### config.mk
export PLATFORM = sky130hd
export DESIGN_NAME = lab3_seq_bls
export DESIGN_NICKNAME = d
export VERILOG_FILES = /design/src/rtl/lab3_seq_bls.sv
export SDC_FILE = /design/constraint.sdc
export NUM_CORES = 1
export LEC_CHECK = 0
export CAP_MARGIN = 15
export CORE_MARGIN = 2
export CORE_UTILIZATION = 38
export DETAILED_ROUTE_END_ITERATION = 6
export GPL_ROUTABILITY_DRIVEN = 0
export GPL_TIMING_DRIVEN = 0
export PLACE_DENSITY_LB_ADDON = 0.2
export SLEW_MARGIN = 20
export SYNTH_ARGS = -nofsm -noshare
export SYNTH_HDL_FRONTEND = slang
export SYNTH_SLANG_ARGS = --single-unit
### constraint.sdc
create_clock -name clk -period 3.45 [get_ports clk]
set_input_delay 0.345 -clock clk [delete_from_list [all_inputs] [get_ports clk]]
set_output_delay 0.345 -clock clk [all_outputs]
set_load 0.02 [all_outputs]
### src/rtl/lab3_seq_bls.sv
// Sequential add/subtract unit: one 4-bit carry-lookahead group per clock,
// LSB group first, with the group chain bit registered between cycles.
module lab3_seq_bls #(
   parameter int WIDTH = 16
) (
   input  logic             clk,
   input  logic             rst_n,
   input  logic             start,
   input  logic             mode,
   input  logic [WIDTH-1:0] X,
   input  logic [WIDTH-1:0] Y,
   input  logic             Bin,
   output logic             busy,
   output logic             done,
   output logic [WIDTH-1:0] Diff,
   output logic             Bout,
   output logic             ovf,
   output logic             zero
);

   localparam int NG = WIDTH / 4;
   localparam int CW = (NG > 1) ? $clog2(NG) : 1;

   typedef enum logic [1:0] {IDLE, BUSY, DONE} state_t;

   state_t           state, state_next;
   logic [WIDTH-1:0] x_r, y_r, acc, acc_next;
   logic             mode_r, chain;
   logic [CW-1:0]    cnt;
   logic             last;
   logic [3:0]       xg, yg, yi, p, g, sum;
   logic [4:0]       c;

   assign last = (cnt == CW'(NG - 1));
   assign busy = (state == BUSY);
   assign done = (state == DONE);

   always_comb begin
      state_next = state;
      unique case (state)
         IDLE:    if (start) state_next = BUSY;
         BUSY:    if (last) state_next = DONE;
         DONE:    state_next = IDLE;
         default: state_next = IDLE;
      endcase
   end

   // Subtraction runs as X + ~Y + ~Bin, so both modes share one adder group.
   always_comb begin
      xg = '0;
      yg = '0;
      for (int k = 0; k < NG; k++) begin
         if (cnt == CW'(k)) begin
            xg = x_r[4*k +: 4];
            yg = y_r[4*k +: 4];
         end
      end
      yi = mode_r ? yg : ~yg;
      p  = xg ^ yi;
      g  = xg & yi;
      c[0] = chain;
      c[1] = g[0] | (p[0] & chain);
      c[2] = g[1] | (p[1] & g[0]) | (p[1] & p[0] & chain);
      c[3] = g[2] | (p[2] & g[1]) | (p[2] & p[1] & g[0]) | (p[2] & p[1] & p[0] & chain);
      c[4] = g[3] | (p[3] & g[2]) | (p[3] & p[2] & g[1]) | (p[3] & p[2] & p[1] & g[0])
           | (p[3] & p[2] & p[1] & p[0] & chain);
      sum = p ^ c[3:0];
      acc_next = acc;
      for (int k = 0; k < NG; k++) begin
         if (cnt == CW'(k)) acc_next[4*k +: 4] = sum;
      end
   end

   always_ff @(posedge clk or negedge rst_n) begin
      if (!rst_n) begin
         state  <= IDLE;
         cnt    <= '0;
         x_r    <= '0;
         y_r    <= '0;
         acc    <= '0;
         mode_r <= 1'b0;
         chain  <= 1'b0;
         Diff   <= '0;
         Bout   <= 1'b0;
         ovf    <= 1'b0;
         zero   <= 1'b0;
      end else begin
         state <= state_next;
         unique case (state)
            IDLE: begin
               if (start) begin
                  x_r    <= X;
                  y_r    <= Y;
                  mode_r <= mode;
                  chain  <= mode ? Bin : ~Bin;
                  cnt    <= '0;
                  acc    <= '0;
               end
            end
            BUSY: begin
               acc   <= acc_next;
               chain <= c[4];
               cnt   <= cnt + 1'b1;
               // Results are published only on the final group, so they hold between operations.
               if (last) begin
                  Diff <= acc_next;
                  Bout <= mode_r ? c[4] : ~c[4];
                  ovf  <= c[3] ^ c[4];
                  zero <= (acc_next == '0);
               end
            end
            default: ;
         endcase
      end
   end

endmodule

==> impl_results.html <==
<table>
<tr><th>Metric</th><th>Value</th></tr>
<tr><th colspan="2">Timing</th></tr>
<tr><td>RSZ-0062 raised after global routing</td><td>no</td></tr>
<tr><td>Slew HR</td><td>66.5%</td></tr>
<tr><td>Worst hold slack after final layout</td><td>0.476 ns</td></tr>
<tr><td>Achievable frequency</td><td>311 MHz</td></tr>
<tr><td>Final critical delay including setup and external delays</td><td>3.22 ns</td></tr>
<tr><td>Period Utilization, post-route</td><td>93.2%</td></tr>
<tr><td>Setup-violating endpoint count in the final report</td><td>0</td></tr>
<tr><td>Actual slew at the worst max-slew pin</td><td>0.498 ns</td></tr>
<tr><td>Worst clock skew on the final layout</td><td>0.00633 ns</td></tr>
<tr><td>Final Slew Violations</td><td>0</td></tr>
<tr><td>Final count of hold timing violations</td><td>0</td></tr>
<tr><th colspan="2">Layout</th></tr>
<tr><td>Area overhead of the layout relative to synthesis</td><td>27.4%</td></tr>
<tr><td>Share of final-layout standard cells stronger than drive strength 1</td><td>18.2%</td></tr>
<tr><td>Number of standard cells in the final layout excluding fillers</td><td>492</td></tr>
<tr><td>Number of inserted diodes</td><td>0</td></tr>
<tr><td>Nets@finish</td><td>426</td></tr>
<tr><td>Filler Cells Inserted</td><td>794</td></tr>
<tr><td>Sequential cell area</td><td>1730 um2</td></tr>
<tr><td>Area of the multi-input gates</td><td>1520 um2</td></tr>
<tr><th colspan="2">Synth</th></tr>
<tr><td>Largest cells by area after synthesis</td><td>dfrtp_1 (51%), mux2_2 (10%), o21ai_0 (4.9%)</td></tr>
<tr><td>Count of warnings emitted by yosys</td><td>0</td></tr>
<tr><td>Gate count of the mapped netlist</td><td>312</td></tr>
<tr><td>Most used flip-flop cell after synthesis</td><td>dfrtp_1</td></tr>
<tr><td>Share of Yosys cell area claimed by the top area cell type</td><td>51.5%</td></tr>
<tr><td>Average cell area after synthesis</td><td>10.8 um2</td></tr>
<tr><td>Post-Syn Nets</td><td>358</td></tr>
<tr><td>Leading cell type by number of instances after synthesis</td><td>dfrtp_1</td></tr>
<tr><td>Synth Cell Area</td><td>3350 um2</td></tr>
<tr><td>Cell taking the most area after synthesis</td><td>dfrtp_1</td></tr>
<tr><td>Fraction of registers with async set or reset after synthesis</td><td>100%</td></tr>
<tr><td>Flop and latch count out of synthesis</td><td>69</td></tr>
<tr><td>Post-synthesis sequential area ratio</td><td>51.5%</td></tr>
<tr><td>Count of cell types in the netlist</td><td>47</td></tr>
<tr><td>Post-synth EDFFs</td><td>0</td></tr>
<tr><td>Leading cell types by count after synthesis</td><td>dfrtp_1 (69), nand2_1 (40), o21ai_0 (33)</td></tr>
<tr><th colspan="2">Setup path</th></tr>
<tr><td>Worst Reg2Reg Path Length in Cells</td><td>11</td></tr>
<tr><td>Data required time at the worst endpoint</td><td>3.70 ns</td></tr>
<tr><td>Register-to-register setup slack</td><td>0.23 ns</td></tr>
<tr><td>Crit Reg-Reg Startpoint</td><td>cnt[0]</td></tr>
<tr><td>Worst Path Arrival</td><td>3.47 ns</td></tr>
<tr><td>Type of the setup path with the least slack</td><td>reg -&gt; reg</td></tr>
<tr><td>Setup crit start kind</td><td>register</td></tr>
<tr><td>Reg-to-reg endpoint</td><td>zero</td></tr>
<tr><td>CP Max Fanout</td><td>19</td></tr>
<tr><td>Crit-path cells</td><td>inv_1 &gt; ha_1 &gt; buf_2 &gt; a21oi_1 &gt; o21ai_0 &gt; a22oi_1 &gt; xor2_1 &gt; fa_1 &gt; xnor2_2 &gt; or4b_1 &gt; o31ai_2</td></tr>
<tr><td>Slowest-stage cell, CP</td><td>or4b_1</td></tr>
<tr><td>Critical Path Sink Type</td><td>register</td></tr>
<tr><td>Max incr delay on CP</td><td>0.54 ns</td></tr>
<tr><th colspan="2">CTS</th></tr>
<tr><td>Clock root buffer</td><td>clkbuf_8</td></tr>
<tr><td># clock sinks</td><td>69</td></tr>
<tr><td>Clock slew at reported path FFs</td><td>0.07 ns</td></tr>
<tr><td>Level count of the clock H-tree</td><td>3</td></tr>
<tr><td>Max clock buf depth</td><td>2</td></tr>
<tr><td>Worst-Skew Late Latency</td><td>0.34 ns</td></tr>
<tr><td>Clock tree from TritonCTS</td><td>built</td></tr>
<tr><td>Clock buffers created by TritonCTS</td><td>9</td></tr>
<tr><th colspan="2">Die</th></tr>
<tr><td>Initial Util</td><td>38.8%</td></tr>
<tr><td>Standard-cell row count</td><td>34</td></tr>
<tr><td>Core box area</td><td>8640 um2</td></tr>
<tr><td>Ports</td><td>58</td></tr>
<tr><td>Horizontal die dimension</td><td>98.0 um</td></tr>
<tr><td>Die area</td><td>9600 um2</td></tr>
<tr><td>Die Y-Extent</td><td>98.0 um</td></tr>
<tr><th colspan="2">Flow run</th></tr>
<tr><td>Max-cap violation count</td><td>0</td></tr>
<tr><th colspan="2">Worst hold path</th></tr>
<tr><td>Type of the tightest min-delay check</td><td>in -&gt; async</td></tr>
<tr><th colspan="2">Drt</th></tr>
<tr><td>Total Routed Length</td><td>7740 um</td></tr>
<tr><td>Mean number of vias per cell</td><td>5.17</td></tr>
<tr><td>Avg WL per Cell</td><td>15.7 um</td></tr>
<tr><td>Antenna-violating nets left</td><td>0</td></tr>
<tr><td>Post-route DRC</td><td>0</td></tr>
<tr><td>Violation count after the first detailed-route iteration</td><td>96</td></tr>
<tr><td>Via count</td><td>2543</td></tr>
<tr><td>Number of detailed-route iterations in the first pass</td><td>4</td></tr>
<tr><th colspan="2">Global route</th></tr>
<tr><td>Number of antenna violations at the first check in global routing</td><td>0</td></tr>
<tr><td>Total global routing overflow</td><td>0</td></tr>
<tr><td>Via count of the first global-routing pass</td><td>2516</td></tr>
<tr><td>First-pass GRT wire length</td><td>12700 um</td></tr>
<tr><td>Pin count of the biggest net entering global routing</td><td>41</td></tr>
<tr><td>GRT Overall Usage</td><td>16.9%</td></tr>
<tr><th colspan="2">Outcome</th></tr>
<tr><td>Status</td><td>finished, final reports clean</td></tr>
<tr><th colspan="2">Placement</th></tr>
<tr><td>Port Buffers</td><td>57</td></tr>
<tr><td>Cell count after placement</td><td>478</td></tr>
<tr><td>Detailed-placement wirelength estimate</td><td>5740 um</td></tr>
</table>
## cell families (layout without fill, tap and decap cells)
group,Yosys count,in the layout,synth area share [%]
simple gates,82,82,12.6
flops,69,69,51.5
compound gates,87,87,17.2
buf+inv,29,101,3.51
mux,30,30,10.1
fa+ha+maj,9,9,3.58
xor+xnor,6,6,1.57
## flip-flops by register name, indices dropped and copies added, names as in the netlist
signal / cells
acc: 12
cnt: 2
mode_r: 1
Bout: 1
y_r: 16
ovf: 1
Diff: 16
state: 2
zero: 1
chain: 1
x_r: 16
## cell usage in the layout (no fill, tap or decap), types with 2 or more instances in the layout
master           count
clkbuf_2             3
nor3b_1              4
o21ai_0             32
nand2_1             40
a31oi_1              4
a32o_1               6
clkbuf_1             7
dfrtp_1             69
a22o_1               3
nor2b_1              8
mux2_2              30
nand3b_1             5
a21oi_1             22
nor2_1               7
a21oi_2              2
clkdlybuf4s50_1     56
nor4_1               5
clkbuf_8            12
inv_1                9
and4b_2              2
a221o_1              3
buf_2                8
ha_1                 7
xor2_1               5
a22oi_1              4
## per-stage QoR
stage / TNS, ns / setup WS, ns / cell area (um2) / util, %
after global routing: 0 / 0.00505 / 4270 / 49.5
after global placement: -27.78 / -0.401 / 4060 / 47.0
after floorplan: 0 / 0.514 / 3350 / -
after detailed placement: -0.667 / -0.205 / 4080 / 47.2
after CTS: 0 / 0.0961 / 4270 / 49.4
final: 0 / 0.235 / 4270 / 49.5
## timing repair
action                                 in CTS  in global routing
endpoints found under the hold margin      29                  0
setup endpoints to repair                  13                  7
hold buffers                                1                  0
buffers inserted                            0                  0
resized for setup                           2                  8
## layout make-up
type	count	area share, %
inverter	10	0.878
sequential	69	40.4
buffer	17	1.82
clock buffer	14	4.04
multi-input combinational	214	35.6
timing repair buffer	59	14.0
clock inverter	1	0.117
tap	108	3.16
## critical path: cells and delay by family (launching register included)
kind	cells	cell delay, ns
adders and majority gates	2	0.66
xor gates and xnor gates	2	0.54
and+or+nand+nor	1	0.54
buffers and inverters	2	0.49
AOI/OAI and AO/OA	4	0.49
DFF	1	0.40
## layer usage
| metal | track usage [%] | share of wire, % | up-vias |
|---|---|---|---|
| met4 | 5.77 | 1.6 | 0 |
| met3 | 5.44 | 5.2 | 8 |
| li1 | - | - | 1251 |
| met2 | 26.0 | 46 | 80 |
| met1 | 22.5 | 47 | 1204 |
| met5 | 0 | 0 | - |
## worst max path at each step
stage	start	end	slack (ns)	cells past startpoint
floorplan	cnt[0]	zero	0.51	9
global placement	rst_n	x_r[11]	-0.40	1
detailed placement	cnt[0]	zero	-0.21	10
CTS	cnt[1]	zero	0.1	10
global route	cnt[0]	Diff[3]	0.005	12
finish	cnt[0]	zero	0.23	11
Power is not shown: default switching activity piles up to over one toggle a cycle in this logic, so the estimate is an artifact.
